**src/rtl/col_norm_seq.sv**
```systemverilog
// rtl/col_norm_seq.sv - sum-of-squares accumulator and CORDIC sequencer for column L2 norm and optional 1/norm (COL_NORM_INV_EN)
module col_norm_seq #(
    parameter int DATA_W   = 19,
    parameter int FRAC     = 14,
    parameter int VEC_LEN  = 32,
    parameter int SQRT_LAT = 13,
    parameter int DIV_LAT  = 15
) (
    input  logic                     clk,
    input  logic                     rst_n,
    input  logic                     start,
    input  logic                     in_valid,
    input  logic signed [DATA_W-1:0] in_data,
    output logic                     in_ready,
    output logic                     busy,
    output logic                     done,
    output logic [DATA_W-1:0]        norm_out,
    output logic [DATA_W-1:0]        inv_norm_out,
    output logic                     sat_flag,
    output logic                     div0_flag,
    output logic                     cordic_en,
    output logic                     cordic_sel,
    output logic                     cordic_result_sel,
    output logic [DATA_W-1:0]        cordic_din,
    input  logic [DATA_W-1:0]        cordic_dout
);

    localparam int ACC_W   = 2 * DATA_W;
    localparam int CNT_W   = $clog2(VEC_LEN) + 1;
    localparam int MAX_LAT = (SQRT_LAT > DIV_LAT) ? SQRT_LAT : DIV_LAT;
    localparam int WAIT_W  = $clog2(MAX_LAT + 1);

    localparam logic [CNT_W-1:0]  LAST_IDX    = CNT_W'(VEC_LEN - 1);
    localparam logic [WAIT_W-1:0] SQ_DONE_CNT = WAIT_W'(SQRT_LAT);
    localparam logic [WAIT_W-1:0] DV_DONE_CNT = WAIT_W'(DIV_LAT);
    localparam logic [DATA_W-1:0] SAT_MAX     = {1'b0, {(DATA_W-1){1'b1}}};

    typedef enum logic [2:0] {
        S_IDLE,
        S_ACC,
        S_SQ_ISSUE,
        S_SQ_WAIT,
        S_DV_ISSUE,
        S_DV_WAIT,
        S_DONE
    } state_t;

    state_t             state, state_n;
    logic [ACC_W-1:0]   acc, acc_n;
    logic [CNT_W-1:0]   cnt, cnt_n;
    logic [WAIT_W-1:0]  wcnt, wcnt_n;
    logic               sat_w, sat_n;
    logic               div0_w, div0_n;
    logic [DATA_W-1:0]  norm_r, norm_n;
    logic [DATA_W-1:0]  din_n;
`ifdef COL_NORM_INV_EN
    logic [DATA_W-1:0]  inv_r, inv_n;
    logic               dv_phase;
`endif

    // Square in full precision, then drop FRAC bits so the sum stays Q14.
    logic signed [ACC_W-1:0] data_ext;
    logic signed [ACC_W-1:0] sq;
    logic [ACC_W-1:0]        sq_scaled;
    logic [ACC_W-1:0]        acc_sum;
    logic                    acc_sum_sat;

    assign data_ext    = {{DATA_W{in_data[DATA_W-1]}}, in_data};
    assign sq          = data_ext * data_ext;
    assign sq_scaled   = sq >>> FRAC;
    assign acc_sum     = acc + sq_scaled;
    assign acc_sum_sat = acc_sum > {{DATA_W{1'b0}}, SAT_MAX};

    always_comb begin
        state_n = state;
        acc_n   = acc;
        cnt_n   = cnt;
        wcnt_n  = wcnt;
        sat_n   = sat_w;
        div0_n  = div0_w;
        norm_n  = norm_r;
        din_n   = cordic_din;
`ifdef COL_NORM_INV_EN
        inv_n   = inv_r;
`endif
        case (state)
            S_IDLE: begin
                if (start) begin
                    state_n = S_ACC;
                    acc_n   = '0;
                    cnt_n   = '0;
                    sat_n   = 1'b0;
                    div0_n  = 1'b0;
                end
            end
            S_ACC: begin
                if (in_valid && in_ready) begin
                    acc_n = acc_sum;
                    cnt_n = cnt + CNT_W'(1);
                    // Operand and flags are prepared here so they are on the
                    // registered outputs during the issue cycle itself.
                    if (cnt == LAST_IDX) begin
                        state_n = S_SQ_ISSUE;
                        din_n   = acc_sum_sat ? SAT_MAX : acc_sum[DATA_W-1:0];
                        sat_n   = acc_sum_sat;
                        div0_n  = (acc_sum == '0);
                    end
                end
            end
            S_SQ_ISSUE: begin
                state_n = S_SQ_WAIT;
                wcnt_n  = WAIT_W'(1);
            end
            S_SQ_WAIT: begin
                if (wcnt == SQ_DONE_CNT) begin
                    norm_n = cordic_dout;
`ifdef COL_NORM_INV_EN
                    if (div0_w) begin
                        inv_n   = SAT_MAX;
                        state_n = S_DONE;
                    end else begin
                        din_n   = cordic_dout;
                        state_n = S_DV_ISSUE;
                    end
`else
                    state_n = S_DONE;
`endif
                end else begin
                    wcnt_n = wcnt + WAIT_W'(1);
                end
            end
`ifdef COL_NORM_INV_EN
            S_DV_ISSUE: begin
                state_n = S_DV_WAIT;
                wcnt_n  = WAIT_W'(1);
            end
            S_DV_WAIT: begin
                if (wcnt == DV_DONE_CNT) begin
                    inv_n   = cordic_dout;
                    state_n = S_DONE;
                end else begin
                    wcnt_n = wcnt + WAIT_W'(1);
                end
            end
`endif
            S_DONE: begin
                state_n = S_IDLE;
            end
            default: begin
                state_n = S_IDLE;
            end
        endcase
    end

`ifdef COL_NORM_INV_EN
    assign dv_phase = (state_n == S_DV_ISSUE) || (state_n == S_DV_WAIT);
`else
    assign inv_norm_out      = '0;
    assign cordic_sel        = 1'b0;
    assign cordic_result_sel = 1'b0;
`endif

    always_ff @(posedge clk or negedge rst_n) begin
        if (!rst_n) begin
            state        <= S_IDLE;
            acc          <= '0;
            cnt          <= '0;
            wcnt         <= '0;
            sat_w        <= 1'b0;
            div0_w       <= 1'b0;
            norm_r       <= '0;
            in_ready     <= 1'b0;
            busy         <= 1'b0;
            done         <= 1'b0;
            norm_out     <= '0;
            sat_flag     <= 1'b0;
            div0_flag    <= 1'b0;
            cordic_en    <= 1'b0;
            cordic_din   <= '0;
`ifdef COL_NORM_INV_EN
            inv_r             <= '0;
            inv_norm_out      <= '0;
            cordic_sel        <= 1'b0;
            cordic_result_sel <= 1'b0;
`endif
        end else begin
            state      <= state_n;
            acc        <= acc_n;
            cnt        <= cnt_n;
            wcnt       <= wcnt_n;
            sat_w      <= sat_n;
            div0_w     <= div0_n;
            norm_r     <= norm_n;
            in_ready   <= (state_n == S_ACC);
            busy       <= (state_n != S_IDLE);
            done       <= (state_n == S_DONE);
            cordic_en  <= (state_n == S_SQ_ISSUE) || (state_n == S_DV_ISSUE);
            cordic_din <= din_n;
            // Results and flags change together, only when done pulses.
            if (state_n == S_DONE) begin
                norm_out  <= norm_n;
                sat_flag  <= sat_n;
                div0_flag <= div0_n;
`ifdef COL_NORM_INV_EN
                inv_norm_out <= inv_n;
`endif
            end
`ifdef COL_NORM_INV_EN
            inv_r             <= inv_n;
            cordic_sel        <= dv_phase;
            cordic_result_sel <= dv_phase;
`endif
        end
    end

endmodule

```
**config.mk**
```make
export PLATFORM = sky130hd
export DESIGN_NAME = col_norm_seq
export DESIGN_NICKNAME = d
export VERILOG_FILES = /design/src/rtl/col_norm_seq.sv
export SDC_FILE = /design/constraint.sdc
export NUM_CORES = 1
export LEC_CHECK = 0
export CAP_MARGIN = 40
export CORE_ASPECT_RATIO = 0.5
export CORE_MARGIN = 2
export CORE_UTILIZATION = 63
export DETAILED_ROUTE_END_ITERATION = 7
export PLACE_DENSITY = 0.87
export REMOVE_ABC_BUFFERS = 1
export SYNTH_ARGS = -nofsm -noshare
export SYNTH_HDL_FRONTEND = slang
export SYNTH_SLANG_ARGS = --single-unit
```
**constraint.sdc**
```tcl
create_clock -name clk -period 3.5 [get_ports clk]
set_input_delay 0.875 -clock clk [delete_from_list [all_inputs] [get_ports clk]]
set_output_delay 0.875 -clock clk [all_outputs]
set_load 0.02 [all_outputs]
```
==> impl_metrics.ini, run 1 <==
[cts]
cts-root-buf = clkbuf_16
htreeDepth = 3
cts-buffers-inserted = 9
clockBufferDepth = 2
cts_hold_buf = 0
clock-sinks = 97

[synth]
ys_warn_count = 0
synth_area_sq_um = 18000
post-synth-top-area-fraction_pct = 37.3
synth_area_per_cell_sq_um = 9.13
syn_inst = 1976
ys_seq_area_share_pct = 13.5
yosys-top-cells-area = fa_1, dfrtp_1, ha_1, inv_1, nand2_1
netlist-cell-type-count = 70
yosys.area.top_type = fa_1
synth_seq_cells = 97
synth_ff_type = dfrtp_1
synth_edf_count = 0
async_reset_ff_share_pct = 100

[outcome]
status = stopped before the end
firstError = [ERROR GRT-0232] Routing congestion too high. Check the congestion heatmap in the GUI.
lastStage = 5_1_grt

[die]
start_util_pct = 64.6
core.rowCount = 43
die_x_um = 243
ios = 107
die_h_um = 124

[placed_design]
preCtsSetupSlack_ns = -7.08
hpwlAfterDp_mm = 44.7
gp_congestion = 1.01
portBuffers = 85

[grt]
grtUsageTotal_pct = 83.6
grt_overflow = 261
grt_max_degree = 65
## cells in the mapped netlist, drive strengths merged (2+ instances only)
cell type	instances
nand2b	12
and4	8
nor2b	18
nand2	240
or2	4
clkbuf	60
ha	161
mux2i	4
nand4b	2
o21ai	58
mux2	2
dfrtp	97
nand3	60
or4	3
nor4	5
a22o	2
a21boi	3
nand3b	2
a21oi	66
buf	29
nand4	13
xor2	32
nor4b	4
xnor2	44
nor3b	3
o21a	10
nor3	14
o31ai	7
o21bai	6
and3b	2
o221ai	2
a311oi	2
a211oi	9
and2	59
inv	423
or3	7
o311ai	2
and3	11
nor2	82
fa	336
a31oi	14
o211ai	10
o31a	3
a21o	30
o22ai	2
## per-layer routing
layer	overflow	GRT usage [%]
met1	23	79.8
met5	0	55.4
met3	16	75.8
met2	133	96.4
met4	89	86.3
## cell families after synthesis
group,count (synthesis),synth area share (%)
flip-flops,97,13.5
multiplexers,6,0.347
AO/OA/AOI/OAI,237,8.34
XOR/XNOR,76,3.69
other,1,0.0208
buffers and inverters,512,11.2
adder cells (fa/ha/maj),497,48.5
AND/OR/NAND/NOR,550,14.5
## timing repair
item / in CTS
pin swaps: 170
gates resized for setup: 408
hold endpoints to repair: 0
endpoints found under the setup margin: 58
buffers inserted: 110
cloned: 4
## through the flow
| step | instances | instance area, sq um |
|---|---|---|
| 2_1_floorplan | 1907 | 17700 |
| 3_3_place_gp | 2759 | 22000 |
| 3_5_place_dp | 2759 | 22000 |
| 4_1_cts | 2877 | 24500 |
==> run 2: changes to the inputs <==
Settings changed: CORE_ASPECT_RATIO 0.5 to not set, CORE_UTILIZATION 63 to 40, PLACE_DENSITY 0.87 to not set, PLACE_DENSITY_LB_ADDON set to 0.15.
==> impl_metrics.ini, run 2 <==
[cells_and_area]
largest_register_ffs = 38
nets = 3048
largest-register = acc
mostFrequentLayoutCell = buf_4
drive_above_1_share_pct = 34.0
fin_util_pct = 57.7
finalInstanceArea_sq_um = 25600
fillerInstances = 3850
mostFrequentLayoutCells = buf_4, inv_1, fa_1, nand2_1, ha_1
antennaDiodeCount = 0
largestRegisters = acc (38), cordic_din (19), norm_out (19)
syn2layout_area_growth_pct = 41.8

[setup_path]
path_class = in2reg
critPathMaxStageDelay_ns = 0.61
cp.buffers_inverters = 8
crit_family = adder cells
path_max_fanout = 5
setup.worst_path.start_class = input port
cp-end-kind = flip-flop
slowest_stage = fa_2
r2r_setup_slack_ns = -0.13
cp.arrival_ns = 9.51
cp.required_ns = 3.73

[die]
die_h_um = 216
ios = 107
core.rowCount = 77
die_area_sq_um = 46800
core_area_sq_um = 44300
start_util_pct = 40.7
die_x_um = 216

[drt]
via_per_inst = 4.80
highest_layer = met4
wl_met3_um = 799
dr_total_vias = 14900
drt-met1-wl_mm = 21.2
drtAntennaViolNets = 0
firstDrtPassIters = 5
totalWireLength_mm = 48.5
route.detailed.drc = 0
drt_iter0_drc = 652
wl_per_cell_um = 15.6
wl_met2_mm = 25.7

[flow_run]
max-cap-violations = 0

[grt]
grt_pass1_wl_mm = 81.9
grt_max_degree = 48
grtUsageTotal_pct = 21.5
grt_pass1_vias = 16300
antenna_found_initial = 0
grt_overflow = 0

[synth]
synth_compound_area_share_pct = 8.34
synth_area_per_cell_sq_um = 9.13
synth_most_common_cell = inv_1
synth_edf_count = 0
synthAdderAreaFrac_pct = 48.5
synth_seq_cells = 97
synth_top_family_by_area = adder cells
yosys-top-cells-area = fa_1, dfrtp_1, ha_1, inv_1, nand2_1
synth_ff_type = dfrtp_1
syn_inst = 1976
synth_area_sq_um = 18000
ys_warn_count = 0
synth-xor-area-share_pct = 3.69
netlist-cell-type-count = 70
yosys-mux-area-fraction_pct = 0.347
async_reset_ff_share_pct = 100
synthTopCellsByCount = inv_1, fa_1, nand2_1
ys_seq_area_share_pct = 13.5
synth-simple-area-share_pct = 14.5
yosys.area.top_type = fa_1
post-synth-top-area-fraction_pct = 37.3

[cts]
cts_hold_buf = 0
htreeDepth = 3
cts-root-buf = clkbuf_16
insertion_delay_ns = 0.35
cts_tree = yes
cts-buffers-inserted = 9
clkSlewWorstSetupHoldPaths_ns = 0.07
clockBufferDepth = 2
clock-sinks = 97

[hold_path]
hold_path_class = in2async

[timing]
drv_slew = 0
max_slew_margin_pct = 53.3
rsz0062_at_grt = true
tns_ns = -288.37
fin_crit_sh_pct = 265
post-route-worst-setup-slack_ns = -5.78
fmax_mhz = 108
finalHoldViolations = 0
min_period_ns = 9.28
final-setup-viol-count = 58
tightest_slew_ns = 0.694
clock_skew_ns = 0.0118

[placed_design]
hpwlAfterDp_mm = 38.8
gp_congestion = 0.893
portBuffers = 85
placed_cell_area_sq_um = 22400

[outcome]
violations = negative setup slack
status = finished with violations
## run 2: final cells by class
cell class                      count  area (sq um)  share of cell area [%]
Inverter                          423          1600                    6.24
Timing Repair Buffer              591          5130                    20.1
Tap cell                          592           741                    2.90
Sequential cell                    97          2430                    9.49
Clock inverter                      7          60.1                   0.235
Clock buffer                        9           225                   0.880
Multi-Input combinational cell   1387         15400                    60.2
## run 2: cells by family (layout without fill, tap and decap cells)
logic type / after synthesis / in the layout
AND/OR/NAND/NOR: 550 / 550
AO/OA/AOI/OAI: 237 / 237
buffers and inverters: 512 / 1030
multiplexers: 6 / 6
XOR/XNOR: 76 / 76
flip-flops: 97 / 97
other: 1 / 21
adder cells (fa/ha/maj): 497 / 497
## run 2: metal layers
layer	vias up	GRT usage (%)
met2	150	38.7
met1	7553	29.0
met4	0	3.81
met3	45	1.32
li1	7160	-
met5	-	0
## run 2: worst paths after layout
path / startpoint / to / cells past startpoint
max in group asynchronous: rst_n / cordic_din[14] / 3
hold reg to reg: norm_out[4] / norm_out[4] / 2
min in group clk: norm_out[4] / norm_out[4] / 2
hold / removal: rst_n / norm_out[15] / 1
setup reg to reg: acc[1] / cordic_din[5] / 15
setup / recovery: in_data[10] / cordic_din[5] / 37
## run 2: metrics by stage
step	worst slack [ns]	hold slack, ns	std cells
6_report	-5.78	0.454	3106
5_1_grt	-6.06	0.464	3106
4_1_cts	-5.70	0.457	3075
3_3_place_gp	-6.91	0.458	2987
3_5_place_dp	-6.87	0.461	2988
2_1_floorplan	-6.22	0.470	1907
## run 2: timing repair
action / in CTS / in global routing
setup buffers: 69 / 36
pin swaps: 165 / 73
resized for setup: 412 / 130
cloned: 9 / 1
setup endpoints to repair: 58 / 58
hold endpoints to repair: 0 / 0
Power of run 2 is not shown: default switching activity piles up to over one toggle a cycle in this logic, so the estimate is an artifact.
==> run 3: changes to the inputs <==
Settings changed: ABC_CLOCK_PERIOD_IN_PS set to 3500.
==> results of run 3 <==
Final layout, timing and power as in run 2 (identical DEF).
Power of run 3 is left out for the same reason.
==> run 4: changes to the inputs <==
Settings changed: CAP_MARGIN 40 to not set.
==> impl_metrics.ini, run 4 (synthesis gave the netlist of run 2 again) <==
[outcome]
status = finished with violations
violations = negative setup slack

[placed_design]
hpwlAfterDp_mm = 38.7
placed_cell_area_sq_um = 22400
gp_congestion = 0.893
dp.cells = 2987
portBuffers = 85

[cts]
insertion_delay_ns = 0.35
cts-root-buf = clkbuf_16
clockBufferDepth = 2
htreeDepth = 3
cts_tree = yes
cts-buffers-inserted = 9
clock-sinks = 97
clkSlewWorstSetupHoldPaths_ns = 0.07
cts_hold_buf = 0

[timing]
fin_crit_sh_pct = 267
drv_slew = 0
min_period_ns = 9.35
timing.hold.ws_ns = 0.476
finalHoldViolations = 0
max_slew_margin_pct = 35.5
fmax_mhz = 107
final-setup-viol-count = 58
tightest_slew_ns = 0.967
post-route-worst-setup-slack_ns = -5.85
clock_skew_ns = 0.00905
rsz0062_at_grt = true

[cells_and_area]
antennaDiodeCount = 0
mostFrequentLayoutCells = buf_4, inv_1, fa_1, nand2_1, ha_1
syn2layout_area_growth_pct = 44.1
multi_input_area_sq_um = 15600
mostFrequentLayoutCell = buf_4
instances_no_fill = 3125
layout.area.seq_sq_um = 2430
finalInstanceArea_sq_um = 26000
largest_register_ffs = 38
largestRegisters = acc (38), cordic_din (19), norm_out (19)
largest-register = acc
nets = 3067
drive_above_1_share_pct = 36.4
fillerInstances = 3888

[drt]
firstDrtPassIters = 4
drtAntennaViolNets = 0
totalWireLength_mm = 49.5
wl_per_cell_um = 15.8
dr_total_vias = 15100
drt_iter0_drc = 600
route.detailed.drc = 0
via_per_inst = 4.83

[setup_path]
slowest_stage = fa_1
cp-end-kind = flip-flop
cp_common_cell = fa_1
cp.arrival_ns = 9.55
setup.worst_path.start_class = input port
path_max_fanout = 5
critPathMaxStageDelay_ns = 0.57
cp.required_ns = 3.70
path_class = in2reg

[grt]
grtUsageTotal_pct = 21.3
grt_pass1_vias = 16100
antenna_found_initial = 0
grt_pass1_wl_mm = 81.1
grt_max_degree = 75
grt_overflow = 0

[die]
die_area_sq_um = 46800
die_h_um = 216
die_x_um = 216
core_area_sq_um = 44300
core.rowCount = 77
start_util_pct = 40.7
ios = 107

[flow_run]
max-cap-violations = 0

[hold_path]
hold_path_class = reg2reg
run 4: per-stage QoR:
step                TNS [ns]  worst slack [ns]  util, %
floorplan            -289.30             -6.22        -
CTS                  -291.14             -5.83     54.7
detailed placement   -349.85             -6.91     50.6
finish               -291.17             -5.85     58.7
global placement     -352.44             -6.91     50.6
global route         -305.77             -6.14     58.7
run 4: cell type report:
type                    count  area share [%]
inverters                 423            6.12
multi-input cells        1387            59.9
clock inverters             5           0.140
flip-flops and latches     97            9.34
repair buffers            610            20.7
well taps                 592            2.85
clock buffers              11           0.972
run 4: critical path: cells and delay by family:
family | cells | cell delay, ns
AO/OA/AOI/OAI | 12 | 1.98
XOR/XNOR | 2 | 0.33
adder cells (fa/ha/maj) | 9 | 4.08
buffers and inverters | 8 | 0.81
AND/OR/NAND/NOR | 6 | 1.45
run 4: worst paths after layout:
| path | from | endpoint | slack [ns] | cells past startpoint |
|---|---|---|---|---|
| setup / recovery | in_data[10] | cordic_din[6] | -5.85 | 37 |
| hold / removal | norm_out[12] | norm_out[12] | 0.48 | 2 |
| setup reg to reg | acc[1] | cordic_din[6] | -0.21 | 17 |
| hold reg to reg | norm_out[12] | norm_out[12] | 0.48 | 2 |
| max in group asynchronous | rst_n | cordic_din[14] | 2.04 | 2 |
| min in group asynchronous | rst_n | norm_out[15] | 0.68 | 1 |
run 4: routing by layer:
metal | share of wire, % | GRT usage (%) | up-vias
met5 | 0 | 0 | -
met4 | 2.9 | 5.48 | 0
met3 | 2.1 | 1.43 | 79
met2 | 53 | 38.3 | 192
met1 | 42 | 28.0 | 7637
li1 | - | - | 7189
run 4: what timing repair did:
item,in CTS,in global routing
resized for setup,301,340
gates cloned,8,0
pin swaps,133,221
setup buffers,57,72
endpoints found under the setup margin,58,58
Power of run 4 is left out for the same reason.
